==> src/rtl/md_pkg.sv <==
// Shared definitions for the iterative multiply/divide unit: op encodings,
// FSM state type, iteration count and a small operand helper.
package md_pkg;

  localparam int MD_ITER = 32;

  localparam logic [1:0] MD_MULT  = 2'b00;
  localparam logic [1:0] MD_MULTU = 2'b01;
  localparam logic [1:0] MD_DIV   = 2'b10;
  localparam logic [1:0] MD_DIVU  = 2'b11;

  typedef enum logic [1:0] {
    MD_IDLE = 2'b00,
    MD_RUN  = 2'b01,
    MD_DONE = 2'b10
  } md_state_t;

  // Two's-complement negate when neg is set, otherwise pass through.
  function automatic logic [31:0] md_cond_neg32(input logic [31:0] v, input logic neg);
    return neg ? (32'd0 - v) : v;
  endfunction

endpackage

==> src/rtl/md_iter_core.sv <==
// Iteration datapath: a 64-bit accumulator that performs one shift-add
// multiply step or one restoring-divide step per step_en, plus the step counter.
// Multiply: acc = {partial, multiplicand}, product ends in acc.
// Divide:   acc = {remainder, dividend/quotient}, quotient bits enter at bit 0.
module md_iter_core
  import md_pkg::*;
#(
  parameter int ITER = MD_ITER
) (
  input  logic        clk,
  input  logic        rst,
  input  logic        load,
  input  logic        step_en,
  input  logic        div_mode,
  input  logic [31:0] op_a,
  input  logic [31:0] op_b,
  output logic [63:0] acc,
  output logic        last
);

  logic [63:0] acc_r;
  logic [63:0] acc_next_s;
  logic [31:0] b_r;
  logic [5:0]  cnt_r;
  logic [32:0] mul_sum_s;
  logic [33:0] div_trial_s;

  // Next accumulator value for one multiply or one divide step.
  always_comb begin
    mul_sum_s   = {1'b0, acc_r[63:32]} + (acc_r[0] ? {1'b0, b_r} : 33'd0);
    // The shifted partial remainder needs 33 bits; the extra top bit of the
    // trial result is the borrow that decides restore vs. keep.
    div_trial_s = {1'b0, acc_r[63:31]} - {2'b00, b_r};
    if (div_mode) begin
      if (!div_trial_s[33]) begin
        acc_next_s = {div_trial_s[31:0], acc_r[30:0], 1'b1};
      end else begin
        acc_next_s = {acc_r[62:0], 1'b0};
      end
    end else begin
      acc_next_s = {mul_sum_s, acc_r[31:1]};
    end
  end

  // Accumulator, operand-b and step counter registers.
  always_ff @(posedge clk) begin
    if (!rst) begin
      acc_r <= 64'd0;
      b_r   <= 32'd0;
      cnt_r <= 6'd0;
    end else if (load) begin
      acc_r <= {32'd0, op_a};
      b_r   <= op_b;
      cnt_r <= 6'd0;
    end else if (step_en) begin
      acc_r <= acc_next_s;
      cnt_r <= cnt_r + 6'd1;
    end else begin
      acc_r <= acc_r;
      b_r   <= b_r;
      cnt_r <= cnt_r;
    end
  end

  assign acc  = acc_r;
  assign last = (cnt_r == 6'(ITER - 1));

endmodule

==> src/rtl/muldiv_unit.sv <==
// EX-stage multiply/divide unit: FSM, operand sign handling, special cases
// and the HI/LO result registers around the md_iter_core datapath.
module muldiv_unit
  import md_pkg::*;
#(
  parameter int ITER = MD_ITER
) (
  input  logic        clk,
  input  logic        rst,
  input  logic        start,
  input  logic [1:0]  op,
  input  logic        cancel,
  input  logic [31:0] src_a,
  input  logic [31:0] src_b,
  output logic        busy,
  output logic        done,
  output logic [31:0] hi,
  output logic [31:0] lo
);

  md_state_t   state_r, state_next_s;
  logic [1:0]  op_r;
  logic        a_neg_r, b_neg_r, b_zero_r;
  logic [31:0] a_raw_r;
  logic [31:0] hi_r, lo_r;
  logic        load_s, step_s, last_s;
  logic        signed_op_s, a_neg_s, b_neg_s;
  logic [31:0] a_mag_s, b_mag_s;
  logic [63:0] acc_s, prod_s;
  logic [31:0] res_hi_s, res_lo_s;

  assign signed_op_s = !op[0];
  assign a_neg_s     = signed_op_s && src_a[31];
  assign b_neg_s     = signed_op_s && src_b[31];
  assign a_mag_s     = md_cond_neg32(src_a, a_neg_s);
  assign b_mag_s     = md_cond_neg32(src_b, b_neg_s);

  assign load_s = (state_r == MD_IDLE) && start && !cancel;
  assign step_s = (state_r == MD_RUN) && !cancel;

  md_iter_core #(.ITER(ITER)) u_core (
    .clk      (clk),
    .rst      (rst),
    .load     (load_s),
    .step_en  (step_s),
    .div_mode (op_r[1]),
    .op_a     (a_mag_s),
    .op_b     (b_mag_s),
    .acc      (acc_s),
    .last     (last_s)
  );

  // FSM state register.
  always_ff @(posedge clk) begin
    if (!rst) begin
      state_r <= MD_IDLE;
    end else begin
      state_r <= state_next_s;
    end
  end

  // Next-state logic; cancel returns to IDLE from any state.
  always_comb begin
    state_next_s = state_r;
    if (cancel) begin
      state_next_s = MD_IDLE;
    end else begin
      case (state_r)
        MD_IDLE: begin
          if (start) begin
            state_next_s = MD_RUN;
          end else begin
            state_next_s = MD_IDLE;
          end
        end
        MD_RUN: begin
          if (last_s) begin
            state_next_s = MD_DONE;
          end else begin
            state_next_s = MD_RUN;
          end
        end
        MD_DONE: state_next_s = MD_IDLE;
        default: state_next_s = MD_IDLE;
      endcase
    end
  end

  // Operand attributes captured when a request is accepted.
  always_ff @(posedge clk) begin
    if (!rst) begin
      op_r     <= 2'b00;
      a_neg_r  <= 1'b0;
      b_neg_r  <= 1'b0;
      b_zero_r <= 1'b0;
      a_raw_r  <= 32'd0;
    end else if (load_s) begin
      op_r     <= op;
      a_neg_r  <= a_neg_s;
      b_neg_r  <= b_neg_s;
      b_zero_r <= (src_b == 32'd0);
      a_raw_r  <= src_a;
    end else begin
      op_r     <= op_r;
      a_neg_r  <= a_neg_r;
      b_neg_r  <= b_neg_r;
      b_zero_r <= b_zero_r;
      a_raw_r  <= a_raw_r;
    end
  end

  // Sign correction and special cases applied to the magnitude result.
  // 0x8000_0000 / -1 needs no special path: |q| = 0x8000_0000 negates to itself.
  always_comb begin
    prod_s   = acc_s;
    res_hi_s = acc_s[63:32];
    res_lo_s = acc_s[31:0];
    if (op_r[1]) begin
      if (b_zero_r) begin
        res_hi_s = a_raw_r;
        res_lo_s = 32'hFFFF_FFFF;
      end else begin
        res_hi_s = md_cond_neg32(acc_s[63:32], a_neg_r);
        res_lo_s = md_cond_neg32(acc_s[31:0], a_neg_r ^ b_neg_r);
      end
    end else begin
      prod_s   = (a_neg_r ^ b_neg_r) ? (64'd0 - acc_s) : acc_s;
      res_hi_s = prod_s[63:32];
      res_lo_s = prod_s[31:0];
    end
  end

  // HI/LO registers: written at the end of DONE unless the op is flushed.
  always_ff @(posedge clk) begin
    if (!rst) begin
      hi_r <= 32'd0;
      lo_r <= 32'd0;
    end else if ((state_r == MD_DONE) && !cancel) begin
      hi_r <= res_hi_s;
      lo_r <= res_lo_s;
    end else begin
      hi_r <= hi_r;
      lo_r <= lo_r;
    end
  end

  assign busy = load_s || (state_r == MD_RUN);
  assign done = (state_r == MD_DONE);
  assign hi   = ((state_r == MD_DONE) && !cancel) ? res_hi_s : hi_r;
  assign lo   = ((state_r == MD_DONE) && !cancel) ? res_lo_s : lo_r;

endmodule

==> config.mk <==
export PLATFORM = sky130hd
export DESIGN_NAME = muldiv_unit
export DESIGN_NICKNAME = d
export VERILOG_FILES = /design/src/rtl/md_pkg.sv /design/src/rtl/md_iter_core.sv /design/src/rtl/muldiv_unit.sv
export SDC_FILE = /design/constraint.sdc
export NUM_CORES = 1
export LEC_CHECK = 0
export ABC_AREA = 1
export CELL_PAD_IN_SITES_DETAIL_PLACEMENT = 1
export CELL_PAD_IN_SITES_GLOBAL_PLACEMENT = 2
export CORE_ASPECT_RATIO = 1.2
export CORE_MARGIN = 2
export CORE_UTILIZATION = 32
export DETAILED_ROUTE_END_ITERATION = 8
export HOLD_SLACK_MARGIN = 0.1
export PLACE_DENSITY_LB_ADDON = 0.1
export REMOVE_ABC_BUFFERS = 1
export SLEW_MARGIN = 20
export SYNTH_ARGS = -nofsm -noshare
export SYNTH_HDL_FRONTEND = slang
export SYNTH_HIERARCHICAL = 1
export SYNTH_SLANG_ARGS = --single-unit
==> constraint.sdc <==
create_clock -name clk -period 3.5 [get_ports clk]
set_input_delay 0.525 -clock clk [delete_from_list [all_inputs] [get_ports clk]]
set_output_delay 0.525 -clock clk [all_outputs]
set_load 0.05 [all_outputs]
# ---- Yosys cells after proc, flatten, opt, wreduce, memory -nomap -nowiden
# Index checks and enable logic that the tools add are counted.
dict set report word_totals {
  out_inout_bits 66
  in_bits 70
  regBits 205
}
dict set report op_classes {
  n_eq_ne 3
  bitwise_logic 2
  n_mux 19
  reduce_logical 14
  addsub 8
}
# cell n
set op_table {}
lappend op_table {{$mux W32} 13}
lappend op_table {{$mux W64} 3}
lappend op_table {{$sub A1 B32 Y32 const A} 4}
lappend op_table {{$sub A1 B64 Y64 const A} 1}
lappend op_table {{$sub A33 B32 Y34} 1}
lappend op_table {{$add A32 B32 Y33} 1}
lappend op_table {{$logic_not A32 Y1} 1}
lappend op_table {{$add A6 B1 Y6 const B} 1}
lappend op_table {{$eq A6 B5 Y1 const B} 1}
lappend op_table {{$logic_and A1 B1 Y1} 6}
lappend op_table {{$pmux W2 S2} 1}
lappend op_table {{$reduce_or A2 Y1} 2}
lappend op_table {{$eq A2 B1 Y1 const B} 1}
lappend op_table {{$eq A2 B2 Y1 const B} 1}
lappend op_table {{$logic_not A1 Y1} 2}
lappend op_table {{$logic_not A2 Y1} 1}
lappend op_table {{$mux W2} 1}
lappend op_table {{$reduce_bool A2 Y1} 1}
lappend op_table {{$logic_or A1 B1 Y1} 1}
lappend op_table {{$mux W1} 1}
lappend op_table {{$not A1 Y1} 1}
lappend op_table {{$xor A1 B1 Y1} 1}

# ---- Longest topological paths before layout
# Gate-level depths: netlist (run 1).
dict set report depth {
  ltp_word 5
  depth_mapped 19
  depth_no_buf 18
}

# ---- Modules after synthesis
# Netlist (run 1), hierarchy kept.
# module instances cells_per_inst area_per_inst_um2
set modules_own_cells {}
lappend modules_own_cells {md_iter_core 1 1704 9814.4}
lappend modules_own_cells {muldiv_unit 1 1532 8812.2}

# ---- Worst setup path after synthesis (run 1)
# Ideal clock, no wire load.
dict set report synth_path {
  kind {register to output}
  startpoint {register state_r[1]}
  endpoint {output lo[0]}
  required_ns 2.975
  setup_slack_ns 0.561
  stages_incl_launch_ff 7
  path_buffers 1
  arrival_time_ns 2.414
  cell_sequence {dfxtp_1 > inv_1 > nor2_1 > nand2_1 > inv_1 > clkbuf_1 > a2bb2oi_1}
}
dict set report synth_via {
  elab_chain_cells 3
}
# item line
set synth_lines {}
lappend synth_lines {{from (decl)} muldiv_unit.sv:21} ;# md_state_t state_r, state_next_s;
lappend synth_lines {{from (signal assigned)} muldiv_unit.sv:58} ;# state_r <= state_next_s;
lappend synth_lines {{$eq A2 B2 Y1} n/a}
lappend synth_lines {{via done} muldiv_unit.sv:16} ;# output logic done,
lappend synth_lines {{$logic_and A1 B1 Y1} muldiv_unit.sv:150} ;# assign lo = ((state_r == MD_DONE) && !cancel) ? res_lo_s : lo_r;
lappend synth_lines {{$mux W32} muldiv_unit.sv:150}
lappend synth_lines {{to (decl)} muldiv_unit.sv:18} ;# output logic [31:0] lo
# The timed path passes the listed nets, and every way through them passes these cells.

# ---- Final worst setup path (run 1)
dict set report layout_path {
  startpoint {register u_core.acc_r[40], in the netlist u_core/acc[40]}
  endpoint {output hi[18]}
}
dict set report layout_via {
  elab_chain_cells 5
  word_cells_on_any_way 7
}
# item line
set layout_lines {}
lappend layout_lines {{from (decl)} md_iter_core.sv:21} ;# logic [63:0] acc_r;
lappend layout_lines {{from (signal assigned)} md_iter_core.sv:52} ;# acc_r <= {32'd0, op_a};
lappend layout_lines {{from (signal assigned)} md_iter_core.sv:56} ;# acc_r <= acc_next_s;
lappend layout_lines {{from (signal assigned)} md_iter_core.sv:59} ;# acc_r <= acc_r;
lappend layout_lines {{$sub A1 B32 Y32} md_pkg.sv:20} ;# return neg ? (32'd0 - v) : v;
lappend layout_lines {{$mux W32} md_pkg.sv:20}
lappend layout_lines {{$mux W32} muldiv_unit.sv:119} ;# if (b_zero_r) begin
lappend layout_lines {{$mux W32 (*)} muldiv_unit.sv:118} ;# if (op_r[1]) begin
lappend layout_lines {{$mux W32 (*)} muldiv_unit.sv:149} ;# assign hi = ((state_r == MD_DONE) && !cancel) ? res_hi_s : hi_r;
lappend layout_lines {{to (decl)} muldiv_unit.sv:17} ;# output logic [31:0] hi,
# Mark *: on every way between the ends. The rest lies on a longest branch, timed or not.

==> results of run 1 <==
## critical path, stage by stage, from the launching register on
cell,delay (ps)
dfxtp_1,410
buf_4,210
nor2_1,140
nand2_1,150
nor2_1,280
nand2_1,100
nor2_1,140
nand3_1,80
nand2_1,120
nand2_1,80
nand2_1,80
nand2_1,70
nand2_1,120
nand2_1,90
inv_1,60
buf_4,190
## timing repair
action,in CTS,in global routing
setup buffers,2,7
hold buffers,0,0
gates resized for setup,11,26
pin swaps,1,3
setup endpoints to repair,17,30
## final cells by class
type | instances | area [um^2] | share of cell area
clock inverter | 15 | 174 | 0.00784
clock buffer | 37 | 816 | 0.0368
multi-input combinational | 2434 | 12300 | 0.556
sequential | 204 | 4100 | 0.185
inverter | 487 | 1840 | 0.0829
tap | 735 | 920 | 0.0415
timing repair buffer | 213 | 2010 | 0.0905
## metal layers
| metal | up-vias | part of all wire | global-route usage | wire length [um] |
|---|---|---|---|---|
| li1 | 10570 | - | - | - |
| met1 | 10535 | 0.38 | 0.315 | 35100 |
| met2 | 464 | 0.52 | 0.582 | 47700 |
| met3 | 224 | 0.029 | 0.0248 | 2670 |
| met4 | 0 | 0.072 | 0.194 | 6620 |
| met5 | - | 0 | 0 | 0 |
## per-stage QoR
step | setup slack [ps] | utilization | cells
2_1_floorplan | -1880 | - | 3125
3_3_place_gp | 379 | 0.366 | 4064
3_5_place_dp | 301 | 0.366 | 4064
4_1_cts | 2.43 | 0.384 | 4118
5_1_grt | -79.5 | 0.386 | 4125
6_report | 73.2 | 0.386 | 4125
## worst paths after layout
path,endpoint,slack [ps],depth (start not counted),startpoint
setup / recovery,hi[18],70,15,u_core/acc[40]
hold / removal,u_core/b_r[26],440,3,rst
setup reg to reg,u_core/acc[59],450,14,u_core/acc[0]
hold reg to reg,a_raw_r[20],450,2,a_raw_r[20]
## kinds of logic (layout without fill, tap and decap cells)
| logic type | after synthesis | after routing |
|---|---|---|
| XOR/XNOR | 108 | 108 |
| AND/OR/NAND/NOR | 1699 | 1699 |
| adder cells (fa/ha/maj) | 71 | 71 |
| buffers and inverters | 598 | 752 |
| flip-flops | 204 | 204 |
| AO/OA/AOI/OAI | 556 | 556 |
## layout by cell type (no fill, tap or decap), types with 19 or more instances in the layout
master / instances
inv_1: 467
buf_4: 124
xnor2_1: 33
clkbuf_16: 29
dfxtp_1: 196
nor3_1: 22
nand2_1: 897
nand3_1: 201
o21a_1: 30
nand3b_1: 21
nor2_1: 376
buf_12: 19
a21oi_1: 212
o21ai_0: 192
xor2_1: 75
a31oi_1: 37
clkdlybuf4s50_1: 69
nand2_2: 19
nand4_1: 54
or2_2: 36
ha_1: 68
nor2_2: 30
o22ai_1: 26
## state kept, by name, summed over array words and instances, names as in the netlist, 2 cells and up
signal / cells
a_raw_r: 32
hi_r: 32
lo_r: 32
state_r: 2
u_core/acc: 64
u_core/b_r: 32
u_core/cnt_r: 6
## power groups by stage
| stage | logic (mW) | clock network, mW | registers (mW) |
|---|---|---|---|
| global route | 2.87 | 3.29 | 2.54 |
| detailed placement | 2.56 | 0 | 2.58 |
| finish | 2.61 | 3.13 | 2.54 |
| CTS | 2.58 | 3.22 | 2.53 |
| floorplan | 1.57 | 0 | 2.54 |
| global placement | 2.52 | 0 | 2.58 |
==> impl_metrics.json, run 1 <==
{
  "ctsHtreeMaxLevel": 1,
  "finalSetupViolCount": 0,
  "final-hold-violation-count": 0,
  "synth_xor_area_frac": 0.0508,
  "dr.pass1.iters": 5,
  "critPathCaptureType": "output pin",
  "die-area_um2": 60200,
  "synth_top_area_cell": "dfxtp_1",
  "ant_nets": 0,
  "async_flop_share": 0,
  "ctsRootBufferMaster": "clkbuf_16",
  "power_density_nw_per_um2": 373,
  "die_w_um": 224,
  "clkPwrFrac": 0.378,
  "start_util": 0.324,
  "yosys.area_share.simple": 0.389,
  "cts_buffers": 29,
  "vdd_drop_max_mv": 0.383,
  "ys_types": 54,
  "cts_sinks": 204,
  "path_class": "register to output pin",
  "holdCritPathClass": "input pin to register",
  "switching_share": 0.386,
  "critical_path_required_ps": 2970,
  "tritoncts": "yes",
  "fill_cells": 7737,
  "synthToLayoutAreaGrowth_pct": 19.1,
  "start_kind": "register",
  "critPathArrivalTime_ps": 2900,
  "viasPerCell": 5.28,
  "finalPower_mw": 8.28,
  "internal_power_mw": 5.09,
  "placed_area_um2": 21000,
  "wl_um": 92100,
  "dp_hpwl_um": 74500,
  "initialDrtViolationCount": 1057,
  "p_leak_nw": 11.4,
  "clkSlewWorstSetupHoldPaths_ps": 70,
  "tightest_slew_ps": 870,
  "synth.most_common_cell": "nand2_1",
  "drc_errors": 0,
  "synth.area.mux_share": 0,
  "num_vias": 21793,
  "slew_headroom": 0.420,
  "skew_ps": 16.4,
  "synth-edff-count": 0,
  "finalCritPeriodShare": 0.979,
  "combPwrFrac": 0.316,
  "synth_area_leaders": "dfxtp_1 22%, nand2_1 18%, inv_1 9.5%",
  "numPortBuffers": 135,
  "antenna_found_initial": 0,
  "io_pins": 136,
  "insertion_delay_ps": 580,
  "final_area_um2": 22200,
  "crit_fanout": 5,
  "p_sw_mw": 3.19,
  "syn-cell-area_um2": 18600,
  "synth.avg_cell_area_um2": 5.76,
  "period_needed_ps": 3430,
  "rsz0062_at_grt": "true",
  "synth_compound_area_frac": 0.168,
  "drive_gt1_frac": 0.104,
  "syn_inst": 3236,
  "yosysSeqAreaShare": 0.219,
  "grt_pass1_vias": 22847,
  "synth_top_area_frac": 0.219,
  "final_max_slew_viol_count": 0,
  "synth-seq-cells": 204,
  "synthAdderAreaFrac": 0.0485,
  "gr-usage-all-layers": 0.302,
  "clockBufferDepth": 3,
  "rows": 96,
  "fp.coreArea_um2": 57400,
  "gp_congestion": 0.945,
  "tns_ps": 0,
  "grt_pass1_wl_um": 138000,
  "layout.nets": 3510,
  "hold_ws_ps": 436,
  "synth_top_family_by_area": "simple AND/OR/NAND/NOR gates",
  "ys.warnings.count": 6,
  "drv_cap": 0,
  "max_freq_ghz": 0.292,
  "diodes": 0,
  "pwr-share-seq": 0.306,
  "synth_top_cells_by_count": "902 x nand2_1, 472 x inv_1, 393 x nor2_1, 212 x a21oi_1, 204 x dfxtp_1",
  "grt_overflow_total": 0,
  "status": "finished, final reports clean",
  "die_y_um": 268,
  "synthFlopType": "dfxtp_1",
  "routedWlPerCell_um": 22.3,
  "grt_max_degree": 64
}
Note: power is estimated with default switching activity, not from simulation.
==> run 2: changes to the inputs <==
==> constraint.sdc (replaced) <==
create_clock -name clk -period 3.5 [get_ports clk]
set_input_delay 0.35 -clock clk [delete_from_list [all_inputs] [get_ports clk]]
set_output_delay 0.35 -clock clk [all_outputs]
set_load 0.05 [all_outputs]
==> run 2 against run 1 <==
  * Worst hold slack got worse by 300 ps
  * Sequential share of layout area barely moved
  * Sequential power about the same
  * Fmax increased by 4.2%
  * Worst setup slack improved by 140 ps
  * Cell count about the same
  * Clock-buffer cell count shrank 3
  * Critical path depth down 5
  * Largest cell class unchanged
==> impl_metrics.json, run 2 (synthesis results as in run 1) <==
{
  "reg2reg_from": "u_core/acc[61]",
  "num_vias": 21732,
  "rsz0062_at_grt": "false",
  "largest_register_ffs": 64,
  "numPortBuffers": 135,
  "path_class": "register to output pin",
  "cts_buffers": 27,
  "hold_depth": 3,
  "tritoncts": "yes",
  "grt_use_met2": 0.590,
  "routedWlPerCell_um": 22.5,
  "io_pins": 136,
  "drc_errors": 0,
  "finalSetupViolCount": 0,
  "combPwrFrac": 0.324,
  "viasPerCell": 5.27,
  "holdCritPathClass": "input pin to register",
  "clkPwrFrac": 0.358,
  "gp_congestion": 0.976,
  "max_freq_ghz": 0.304,
  "wl_um": 92600,
  "power_density_nw_per_um2": 362,
  "grt_pass1_wl_um": 139000,
  "hp-start": "rst",
  "start_kind": "register",
  "use_met1": 0.317,
  "finalPower_mw": 8.00,
  "busiest_layer": "met2",
  "pwr-share-seq": 0.318,
  "gr-usage-all-layers": 0.306,
  "dr.pass1.iters": 5,
  "antenna_found_initial": 1,
  "ctsHtreeMaxLevel": 1,
  "grt_max_degree": 62,
  "skew_ps": 29.2,
  "die_y_um": 268,
  "clockBufferDepth": 3,
  "die-area_um2": 60200,
  "reg2reg_depth": 13,
  "ctsRootBufferMaster": "clkbuf_16",
  "cts_sinks": 204,
  "placed_cells": 4072,
  "grt_pass1_vias": 23008,
  "dp_hpwl_um": 75400,
  "timing.rr.end": "u_core/acc[39]",
  "final_common_cell": "nand2_1",
  "drive_gt1_frac": 0.0960,
  "finalCritPeriodShare": 0.940,
  "die_w_um": 224,
  "critPathArrivalTime_ps": 2940,
  "drv_cap": 0,
  "crit_fanout": 23,
  "fp.coreArea_um2": 57400,
  "holdPathEnd": "u_core/b_r[0]",
  "rows": 96,
  "grt_overflow_total": 0,
  "dp_slack_ps": 475,
  "internal_power_mw": 4.83,
  "final-hold-violation-count": 0,
  "post-cts-setup-buffers": 0,
  "p_leak_nw": 11.4,
  "grt_use_met3": 0.0223,
  "clkSlewWorstSetupHoldPaths_ps": 60,
  "final_max_slew_viol_count": 0,
  "start_util": 0.324,
  "period_needed_ps": 3290,
  "layout.nets": 3507,
  "finalWorstSetupSlack_ps": 212,
  "ant_nets": 0,
  "reg2reg_setup_slack_ps": 650,
  "status": "finished, final reports clean",
  "slew_headroom": 0.467,
  "critical_path_required_ps": 3150,
  "fill_cells": 7729,
  "critPathCaptureType": "output pin",
  "switching_share": 0.397,
  "initialDrtViolationCount": 1182,
  "p_sw_mw": 3.18,
  "finalNonFillerCells": 4122,
  "insertion_delay_ps": 580,
  "final_cell_mix": "901 x nand2_1, 469 x inv_1, 384 x nor2_1",
  "vdd_drop_max_mv": 0.354,
  "synthToLayoutAreaGrowth_pct": 18.6,
  "tightest_slew_ps": 791
}
==> run 2: changes by cell type in the layout (fill, tap and decap cells not counted), sizes merged, moves of 2 or more <==
cell / before / now
clkinvlp: 7 / 2
clkinv: 9 / 13
clkbuf: 37 / 34
inv: 483 / 486
bufinv: 3 / 1
==> run 2: timing repair <==
item | CTS | global route
resized for setup | 0 | 10
hold buffers | 0 | 0
endpoints found under the hold margin | 0 | 0
endpoints found under the setup margin | 0 | 14
==> run 2: how the worst max path moves through the flow <==
stage,start,end,slack (ps)
after floorplan,state_r[0],u_core/b_r[10],-1750
after global placement,src_b[0],u_core/b_r[30],530
after detailed placement,src_b[0],u_core/b_r[30],470
after CTS,u_core/acc[32],hi[18],90
after global routing,u_core/acc[0],hi[22],5
final,b_neg_r,lo[31],210
==> run 2: power by group through the flow <==
| stage | logic (mW) | registers, mW | clock network, mW |
|---|---|---|---|
| 4_1_cts | 2.58 | 2.54 | 2.95 |
| 3_3_place_gp | 2.54 | 2.59 | 0 |
| 5_1_grt | 2.85 | 2.55 | 3.02 |
| 3_5_place_dp | 2.57 | 2.59 | 0 |
| 6_report | 2.59 | 2.54 | 2.87 |
| 2_1_floorplan | 1.57 | 2.54 | 0 |
==> run 2: cell type report <==
type,count,area (um^2),area share
timing repair buffer,212,2070,0.0939
clock inverter,15,128,0.00578
tap,735,920,0.0416
antenna,1,2.50,0.000113
inverter,487,1830,0.0829
clock buffer,34,762,0.0345
sequential,204,4090,0.185
multi-input combinational,2434,12300,0.556
==> run 2: routing by layer <==
metal | vias up | share of wire
li1 | 10567 | -
met5 | - | 0
met4 | 0 | 0.074
met3 | 219 | 0.025
met2 | 451 | 0.52
met1 | 10495 | 0.38
==> run 2: worst max-delay path, stage by stage (launching register included) <==
cell and delay [ps]:
dfxtp_1 360, inv_1 60, nand2_1 90, nand2_4 180, inv_1 550, nor2_1 140, a21oi_2 290, xor2_1 280
o22ai_1 130, inv_1 130, buf_12 140
==> run 2: per-stage QoR <==
step	hold slack, ps	util	instance area [um^2]	setup TNS, ps
6_report	138	0.385	22100	0
5_1_grt	149	0.385	22100	0
4_1_cts	110	0.384	22100	0
3_5_place_dp	446	0.369	21200	0
3_3_place_gp	442	0.369	21200	0
2_1_floorplan	428	-	18100	-136170
